### config.mk
export PLATFORM = sky130hd
export DESIGN_NAME = cpu_datapath
export DESIGN_NICKNAME = d
export VERILOG_FILES = /design/src/rtl/cpu_datapath_pkg.sv /design/src/rtl/cpu_datapath_dp_reg.sv /design/src/rtl/cpu_datapath.sv
export SDC_FILE = /design/constraint.sdc
export NUM_CORES = 1
export LEC_CHECK = 0
export CORE_MARGIN = 10
export CORE_UTILIZATION = 30
export DETAILED_ROUTE_END_ITERATION = 7
export GPL_TIMING_DRIVEN = 0
export PLACE_DENSITY = 0.47
export SLEW_MARGIN = 20
export SYNTH_ARGS = -nofsm -noshare
export SYNTH_HDL_FRONTEND = slang
export SYNTH_HIERARCHICAL = 1
export SYNTH_SLANG_ARGS = --single-unit
export TNS_END_PERCENT = 20
### constraint.sdc
create_clock -name i_clk -period 2.9 [get_ports i_clk]
set_input_delay 0.58 -clock i_clk [delete_from_list [all_inputs] [get_ports i_clk]]
set_output_delay 0.58 -clock i_clk [all_outputs]
set_load 0.005 [all_outputs]
### src/rtl/cpu_datapath_pkg.sv
// cpu_defs: shared definitions for the CPU datapath and its control FSM.
// Holds the control-word bit positions for tri_reg and general_reg, the
// register codes, and a helper that detects more than one bus driver.
package cpu_defs;

  localparam int DATA_W_DEF = 8;

  // tri_reg bit indices (bits 6:0 drive R0..R6 directly)
  localparam int TRI_G   = 10;
  localparam int TRI_H   = 9;
  localparam int TRI_EXT = 8;
  localparam int TRI_PC  = 7;

  // general_reg bit indices
  localparam int GR_A_EN  = 5;
  localparam int GR_A_TRI = 4;
  localparam int GR_G_EN  = 3;
  localparam int GR_B_EN  = 2;
  localparam int GR_B_TRI = 1;
  localparam int GR_H_EN  = 0;

  // Register codes; en_reg bit index equals the code
  typedef enum logic [2:0] {
    REG_R0 = 3'd0,
    REG_R1 = 3'd1,
    REG_R2 = 3'd2,
    REG_R3 = 3'd3,
    REG_R4 = 3'd4,
    REG_R5 = 3'd5,
    REG_R6 = 3'd6,
    REG_PC = 3'd7
  } reg_code_e;

  localparam int NUM_SRC = 13;

  // True when two or more source-enable bits are set: clearing the lowest
  // set bit leaves something behind only if a second bit was set.
  function automatic logic multi_driver(input logic [NUM_SRC-1:0] v);
    return ((v & (v - 13'd1)) != 13'd0);
  endfunction

endpackage

### src/rtl/cpu_datapath_dp_reg.sv
// dp_reg: DATA_W-bit datapath register.
// Ports: i_clk (rising edge), i_rst (async active-low), i_clr (sync clear,
// wins over load), i_ld (sync load enable), i_d (load data), o_q (contents).
module dp_reg #(
  parameter int DATA_W = 8
) (
  input  logic              i_clk,
  input  logic              i_rst,
  input  logic              i_clr,
  input  logic              i_ld,
  input  logic [DATA_W-1:0] i_d,
  output logic [DATA_W-1:0] o_q
);

  logic [DATA_W-1:0] r_q;

  // Storage with clear-over-load priority
  always_ff @(posedge i_clk or negedge i_rst) begin
    if (!i_rst) begin
      r_q <= {DATA_W{1'b0}};
    end else if (i_clr) begin
      r_q <= {DATA_W{1'b0}};
    end else if (i_ld) begin
      r_q <= i_d;
    end else begin
      r_q <= r_q;
    end
  end

  assign o_q = r_q;

endmodule

### src/rtl/cpu_datapath.sv
// cpu_datapath: shared-bus register/ALU datapath driven by one-hot control
// words from the control FSM.
// Ports:
//   i_clk, i_rst (async active-low)
//   i_en_reg[7:0]      bus-load enables, bit i = Ri, bit7 = PC
//   i_tri_reg[10:0]    bus drivers: G, H, data_in, PC, R6..R0
//   i_general_reg[5:0] {a_en, a_tri, g_en, b_en, b_tri, h_en}
//   i_done             instruction complete (PC increment)
//   i_addclr/i_xorclr  clear A / B at end of cycle
//   i_data_in          external load data
//   o_bus              combinational bus value
//   o_pc, o_carry, o_zero, o_bus_err  registered status/outputs
module cpu_datapath
  import cpu_defs::*;
#(
  parameter int DATA_W = DATA_W_DEF
) (
  input  logic              i_clk,
  input  logic              i_rst,
  input  logic [7:0]        i_en_reg,
  input  logic [10:0]       i_tri_reg,
  input  logic [5:0]        i_general_reg,
  input  logic              i_done,
  input  logic              i_addclr,
  input  logic              i_xorclr,
  input  logic [DATA_W-1:0] i_data_in,
  output logic [DATA_W-1:0] o_bus,
  output logic [DATA_W-1:0] o_pc,
  output logic              o_carry,
  output logic              o_zero,
  output logic              o_bus_err
);

  logic [DATA_W-1:0] w_rq [7];
  logic [DATA_W-1:0] w_a;
  logic [DATA_W-1:0] w_b;
  logic [DATA_W-1:0] w_bus;
  logic [DATA_W:0]   w_sum;
  logic [NUM_SRC-1:0] w_src;
  logic              w_multi;

  logic [DATA_W-1:0] r_pc;
  logic [DATA_W-1:0] r_g;
  logic [DATA_W-1:0] r_h;
  logic              r_carry;
  logic              r_zero;
  logic              r_bus_err;

  // General registers R0..R6 never clear synchronously
  for (genvar gi = 0; gi < 7; gi++) begin : g_regs
    dp_reg #(.DATA_W(DATA_W)) u_r (
      .i_clk (i_clk),
      .i_rst (i_rst),
      .i_clr (1'b0),
      .i_ld  (i_en_reg[gi]),
      .i_d   (w_bus),
      .o_q   (w_rq[gi])
    );
  end

  dp_reg #(.DATA_W(DATA_W)) u_a (
    .i_clk (i_clk),
    .i_rst (i_rst),
    .i_clr (i_addclr),
    .i_ld  (i_general_reg[GR_A_EN]),
    .i_d   (w_bus),
    .o_q   (w_a)
  );

  dp_reg #(.DATA_W(DATA_W)) u_b (
    .i_clk (i_clk),
    .i_rst (i_rst),
    .i_clr (i_xorclr),
    .i_ld  (i_general_reg[GR_B_EN]),
    .i_d   (w_bus),
    .o_q   (w_b)
  );

  assign w_src   = {i_tri_reg, i_general_reg[GR_A_TRI], i_general_reg[GR_B_TRI]};
  assign w_multi = multi_driver(w_src);

  // Bus resolution: wired-OR of every enabled source, 0 when idle
  always_comb begin
    w_bus = ({DATA_W{i_tri_reg[TRI_G]}}              & r_g)
          | ({DATA_W{i_tri_reg[TRI_H]}}              & r_h)
          | ({DATA_W{i_tri_reg[TRI_EXT]}}            & i_data_in)
          | ({DATA_W{i_tri_reg[TRI_PC]}}             & r_pc)
          | ({DATA_W{i_general_reg[GR_A_TRI]}}       & w_a)
          | ({DATA_W{i_general_reg[GR_B_TRI]}}       & w_b);
    for (int i = 0; i < 7; i++) begin
      w_bus = w_bus | ({DATA_W{i_tri_reg[i]}} & w_rq[i]);
    end
  end

  // Adder uses A before any same-edge clear, so ADD2 (g_en + addclr) works
  assign w_sum = {1'b0, w_a} + {1'b0, w_bus};

  // G, carry and zero: updated together only on g_en
  always_ff @(posedge i_clk or negedge i_rst) begin
    if (!i_rst) begin
      r_g     <= {DATA_W{1'b0}};
      r_carry <= 1'b0;
      r_zero  <= 1'b1;
    end else if (i_general_reg[GR_G_EN]) begin
      r_g     <= w_sum[DATA_W-1:0];
      r_carry <= w_sum[DATA_W];
      r_zero  <= (w_sum[DATA_W-1:0] == {DATA_W{1'b0}});
    end else begin
      r_g     <= r_g;
      r_carry <= r_carry;
      r_zero  <= r_zero;
    end
  end

  // H: XOR of pre-edge B with the bus
  always_ff @(posedge i_clk or negedge i_rst) begin
    if (!i_rst) begin
      r_h <= {DATA_W{1'b0}};
    end else if (i_general_reg[GR_H_EN]) begin
      r_h <= w_b ^ w_bus;
    end else begin
      r_h <= r_h;
    end
  end

  // PC: a bus write (jump) wins over the done increment
  always_ff @(posedge i_clk or negedge i_rst) begin
    if (!i_rst) begin
      r_pc <= {DATA_W{1'b0}};
    end else if (i_en_reg[REG_PC]) begin
      r_pc <= w_bus;
    end else if (i_done) begin
      r_pc <= r_pc + {{(DATA_W-1){1'b0}}, 1'b1};
    end else begin
      r_pc <= r_pc;
    end
  end

  // Sticky contention flag, cleared only by reset
  always_ff @(posedge i_clk or negedge i_rst) begin
    if (!i_rst) begin
      r_bus_err <= 1'b0;
    end else begin
      r_bus_err <= r_bus_err | w_multi;
    end
  end

  assign o_bus     = w_bus;
  assign o_pc      = r_pc;
  assign o_carry   = r_carry;
  assign o_zero    = r_zero;
  assign o_bus_err = r_bus_err;

endmodule

; ---- Yosys cells after proc, flatten, opt, wreduce, memory -nomap -nowiden
; Cells that the tools add are included.
[word_totals]
register_bits = 99
input_bits = 38
out_inout_bits = 19
[op_classes]
add_sub_neg = 3
n_mux = 6
n_bitwise = 28
n_reduce_logical = 5
[op_table]
columns = op, count
row1 = $and A8 B8 Y8, 13
row2 = $or A8 B8 Y8, 12
row3 = $mux W8, 6
row4 = $and A13 B13 Y13, 1
row5 = $reduce_bool A13 Y1, 1
row6 = $sub A13 B1 Y13 const B, 1
row7 = $add A8 B8 Y9, 1
row8 = $add A8 B1 Y8 const B, 1
row9 = $logic_not A8 Y1, 1
row10 = $xor A8 B8 Y8, 1
row11 = $reduce_bool A2 Y1, 3
row12 = $or A1 B1 Y1, 1

; ---- Longest topological paths before layout
[logic_depth]
depth_word = 15
depth_mapped = 12
depth_no_buf = 11

; ---- Hierarchy
; Netlist, hierarchy kept.
[modules_own_cells]
columns = module, n_inst, cells_per_inst, area_per_inst_um2
row1 = dp_reg, 9, 26, 325.3
row2 = cpu_datapath, 1, 248, 2213.4

; ---- Least setup slack after synthesis
; No wires, ideal clock.
[synth_timing]
kind = input -> register
from = in i_tri_reg[7]
to = reg r_zero, in the netlist o_zero
setup_ns = 0.096
arrival_ns = 3.284
t_required_ns = 2.804
setup_slack_ns = -0.480
cell_stages = 12
cell_sequence = clkbuf_1 a222oi_1 nand3_1 nor2_1 inv_1 ha_1 fa_1 a211o_1 o211ai_1 a21oi_1 a2111o_1 o32ai_1
[synth_via]
elab_chain_len = 13
[synth_lines]
columns = element, line
row1 = "start, declared", cpu_datapath.sv:21  ; input logic [10:0] i_tri_reg,
row2 = $and A8 B8 Y8, cpu_datapath.sv:87  ; | ({DATA_W{i_tri_reg[TRI_PC]}} & r_pc)
row3 = $or A8 B8 Y8, cpu_datapath.sv:87
row4 = $or A8 B8 Y8, cpu_datapath.sv:88  ; | ({DATA_W{i_general_reg[GR_A_TRI]}} & w_a)
row5 = $or A8 B8 Y8, cpu_datapath.sv:89  ; | ({DATA_W{i_general_reg[GR_B_TRI]}} & w_b);
row6 = $or A8 B8 Y8 (7 in a row), cpu_datapath.sv:91  ; w_bus = w_bus | ({DATA_W{i_tri_reg[i]}} & w_rq[i]);
row7 = named net o_bus[0], cpu_datapath.sv:27  ; output logic [DATA_W-1:0] o_bus,
row8 = $add A8 B8 Y9, cpu_datapath.sv:96  ; assign w_sum = {1'b0, w_a} + {1'b0, w_bus};
row9 = $logic_not A8 Y1, cpu_datapath.sv:107  ; r_zero <= (w_sum[DATA_W-1:0] == {DATA_W{1'b0}});
row10 = "end signal, assigned", cpu_datapath.sv:107
row11 = "end signal, assigned", cpu_datapath.sv:111  ; r_zero <= r_zero;
row12 = "end, declared", cpu_datapath.sv:46  ; logic r_zero;
; The timed path passes the listed nets, and every way through them passes these cells.
; A chain may end at the register's enable or synchronous reset.

; ---- Final worst setup path
[layout_timing]
from = reg r_pc[0], in the netlist o_pc[0]
to = reg r_zero, in the netlist o_zero
[layout_via]
elab_chain_len = 13
[layout_lines]
columns = element, line
row1 = "start, declared", cpu_datapath.sv:42  ; logic [DATA_W-1:0] r_pc;
row2 = "start signal, assigned", cpu_datapath.sv:129  ; r_pc <= {DATA_W{1'b0}};
row3 = "start signal, assigned", cpu_datapath.sv:131  ; r_pc <= w_bus;
row4 = "start signal, assigned", cpu_datapath.sv:133  ; r_pc <= r_pc + {{(DATA_W-1){1'b0}}, 1'b1};
row5 = $and A8 B8 Y8, cpu_datapath.sv:87
row6 = $or A8 B8 Y8, cpu_datapath.sv:87
row7 = $or A8 B8 Y8, cpu_datapath.sv:88
row8 = $or A8 B8 Y8, cpu_datapath.sv:89
row9 = $or A8 B8 Y8 (7 in a row), cpu_datapath.sv:91
row10 = $add A8 B8 Y9, cpu_datapath.sv:96
row11 = $logic_not A8 Y1, cpu_datapath.sv:107
; No other way between the ends.

==> results.md <==
* Run status: finished with violations
* Violated checks: setup timing
* Number of synthesized register bits at between 90 and 100
* Wirelength per Cell at ~22 um
* Final Cycle Share at 1.15
* Clock power share at 0.299
* Worst setup path category: flip-flop to flip-flop
* Critical path required time at 3.16 ns
* Minimum clock period after layout at 3.34 ns
* Synthesized cell area at 5140 um^2
* Number of maximum-capacitance constraint violations at 0
* Sw power at 1250 uW
* Vias in the first global route at approximately 4300
* Weighted congestion at the end of routability-driven global placement at 0.891
* Summed negative setup slack over all endpoints at -1.35 ns
* Final number of hold-violating endpoints at 0
* Global-route wire length before repair at 26800 um
* Overall power at between 3000 and 4000 uW
* Average via count per standard cell at 5.11
* Sequential area share after synthesis at 0.482
* Number of remaining DRC errors at 0
* Final count of negative-setup-slack endpoints at 10
* Top cells by area in the synthesized netlist: dfrtp_1, mux2i_1, nor2_1, a22oi_1, mux2_2
* Avg Cell Area, Syn at roughly 11 um^2
* Proportion of total power due to net switching at 0.311
* Total of buffers placed on input and output ports at 35
* Hold Path Class: input port to async pin
* Worst vdd ir at around 270 uV
* Slew of the pin with the lowest slew margin at 0.660 ns
* Maximum fanout along the worst path at 3
* X dimension of the die at between 150 and 200 um
* Count of vias placed by the detailed router at 4093
* Synth warnings at 6
* Unrepaired setup endpoints after global routing: true
* Number of enable flip-flop cells after synthesis at 0
* Placed instance count at 744
* Ratio of total power to cell area at 595 nW/um^2
* Proportion of synthesized flip-flops having asynchronous set or reset at 1.00
* Final worst-path setup slack at -0.444 ns
* CTS Buf Count at 9
* Instance count of the mapped netlist at ~480
* Depth of the CTS H-tree at 3
* Core Area at 16700 um^2
* Worst endpoint data arrival time at 3.60 ns
* Worst relative slew slack at 0.560
* Top-area cell type share of the netlist area at 0.477
* Post-place instance area at 5840 um^2
* Total internal power at 2750 uW
* Clock net sink count at 99
* Number of distinct library cells after synthesis at 43
* Vertical extent of the die at 151 um
* Number of hold buffers added after CTS at 0
* Filler-free cell count of the finished design at 801
* DRT iter0 DRCs at 426
* Clock tree from TritonCTS: built
* Highest clock rate at about 300 MHz
* Final Net Count at 626
* Leading register cell type out of synthesis: dfrtp_1
* Root buffer cell: clkbuf_16
* Antenna violations before repair at 0
* Total die area at 22800 um^2
* Total number of placement rows at between 40 and 50
* Worst Setup Start Kind: flip-flop
* HPWL after detailed placement at 12000 um
* Initial Util at 0.308
* Type of element capturing the critical path: flip-flop
* Global route overflow at 0
* First-pass detailed-route iteration total at 5
* Fraction of final layout cells with drive strength greater than 1 at 0.251
* Final Cell Area at 6720 um^2
* Proportion of power drawn by flip-flops and latches at 0.433
* Final Skew at 0.0114 ns
* Final-report max-slew violation count at 0
* Count of antenna-violating nets left after detailed routing at 0
* Part of the total power dissipated in combinational logic at 0.268
* CTS max path bufs at 2
* Clk pin slew, worst setup/hold paths at 0.07 ns
* Total wire length after detailed routing at 17600 um
* Number of ports placed on the die boundary at between 50 and 60
* Pin count of the biggest net entering global routing at 57
* Worst skew pair latency at 0.36 ns
* Syn-to-layout area delta at 30.7%
* LEAKAGE at between 0.002 and 0.003 uW
* Overall fraction of global-route tracks in use at 0.160
* Library cell with the largest summed area after synthesis: dfrtp_1
* Antenna cell count at 0
[critical path, stage by stage (launching register included)]
cell and delay, ns:
dfrtp_2 0.41, a222oi_1 0.63, nand3_2 0.18, nor2_4 0.22, inv_6 0.06, ha_4 0.16, fa_2 0.36, buf_4 0.14
a21o_1 0.14, a21oi_1 0.17, xnor2_1 0.13, a2111o_1 0.41, o32ai_2 0.21
[per-layer routing]
| metal | vias up | GRT usage | share of wire |
|---|---|---|---|
| met2 | 122 | 0.245 | 0.46 |
| met3 | 23 | 0.0331 | 0.058 |
| met1 | 2039 | 0.214 | 0.46 |
| met5 | - | 0 | 0 |
| met4 | 0 | 0.0669 | 0.025 |
| li1 | 1909 | - | - |
[logic make-up (layout without fill, tap and decap cells)]
group | after synthesis | in the layout | synth area share
adders and majority gates | 13 | 13 | 0.0319
muxes | 86 | 86 | 0.171
xor gates and xnor gates | 20 | 20 | 0.0341
DFF | 99 | 99 | 0.482
other | 1 | 7 | 0.000729
and+or+nand+nor | 133 | 133 | 0.110
buffers and inverters | 46 | 139 | 0.0499
AOI/OAI and AO/OA | 84 | 84 | 0.120
[Yosys cell counts, types with 2 or more instances]
cell and count:
nand2_1 2, xnor2_1 17, nor2b_1 2, a222oi_1 8, buf_6 10, o32ai_1 2, or2_2 2, nor3_1 7
a21o_1 3, a22oi_1 40, a211oi_1 2, mux2_2 14, buf_1 10, maj3_1 2, buf_4 2, o21ai_0 4
dfrtp_1 98, mux2i_1 72, or3_1 2, nand4_1 2, inv_1 11, xor2_1 3, o211ai_1 2, a21oi_1 15
clkbuf_1 12, nor2_1 95, nand3_1 19, ha_1 9
[state kept, by name (all words and copies together) (netlist names)]
| name | cells |
|---|---|
| u_a/o_q | 8 |
| o_carry | 1 |
| r_g | 8 |
| g_regs.u_r/o_q | 56 |
| r_h | 8 |
| u_b/o_q | 8 |
| o_bus_err | 1 |
| o_zero | 1 |
| o_pc | 8 |
[timing repair]
item,4_1_cts,5_1_grt
setup endpoints to repair,35,13
buffers inserted,38,4
pin swaps,36,15
gates cloned,1,0
resized for setup,101,4
[cell type report]
| cell class | instances | area [um^2] |
|---|---|---|
| Buffer | 35 | 280 |
| Timing Repair Buffer | 79 | 714 |
| Inverter | 11 | 73.8 |
| Tap cell | 220 | 275 |
| Clock buffer | 10 | 229 |
| Clock inverter | 4 | 52.6 |
| Multi-Input combinational cell | 343 | 2610 |
| Sequential cell | 99 | 2480 |
| Fill cell | 1664 | 9980 |
[cell usage in the layout, fill, tap and decap left out, types with 14 or more instances in the layout]
master,Yosys,layout
clkdlybuf4s50_1,0,22
a22oi_1,40,30
buf_6,10,19
mux2_2,14,14
buf_4,2,39
dfrtp_1,98,96
nor2_1,95,87
xnor2_1,17,17
mux2i_1,72,72
[worst paths after layout]
path	start	to	slack, ns	cells past startpoint
min in group i_clk	o_zero$_DFFE_PN1P_	o_zero$_DFFE_PN1P_	0.50	2
max in group asynchronous	i_rst	o_pc[3]$_DFFE_PN0P_	2.09	2
min	i_rst	r_g[7]$_DFFE_PN0P_	0.15	1
max reg2reg	o_pc[0]$_DFFE_PN0P_	o_zero$_DFFE_PN1P_	-0.44	12
min reg2reg	o_zero$_DFFE_PN1P_	o_zero$_DFFE_PN1P_	0.50	2
max	o_pc[0]$_DFFE_PN0P_	o_zero$_DFFE_PN1P_	-0.44	12
[power groups by stage]
stage | logic [uW] | registers (uW) | clock network [uW]
6_report | 1070 | 1730 | 1200
5_1_grt | 1170 | 1750 | 1290
4_1_cts | 1050 | 1730 | 1230
3_5_place_dp | 889 | 1760 | 0
3_3_place_gp | 876 | 1750 | 0
2_1_floorplan | 576 | 1690 | 0
[stage by stage]
step | utilization | hold slack, ns | worst slack (ns)
2_1_floorplan | - | 0.284 | -0.253
3_3_place_gp | 0.348 | 0.477 | -2.64
3_5_place_dp | 0.349 | 0.493 | -1.72
4_1_cts | 0.399 | 0.168 | -0.421
5_1_grt | 0.402 | 0.184 | -0.488
6_report | 0.402 | 0.151 | -0.444
(Power assumes the default switching activity.)
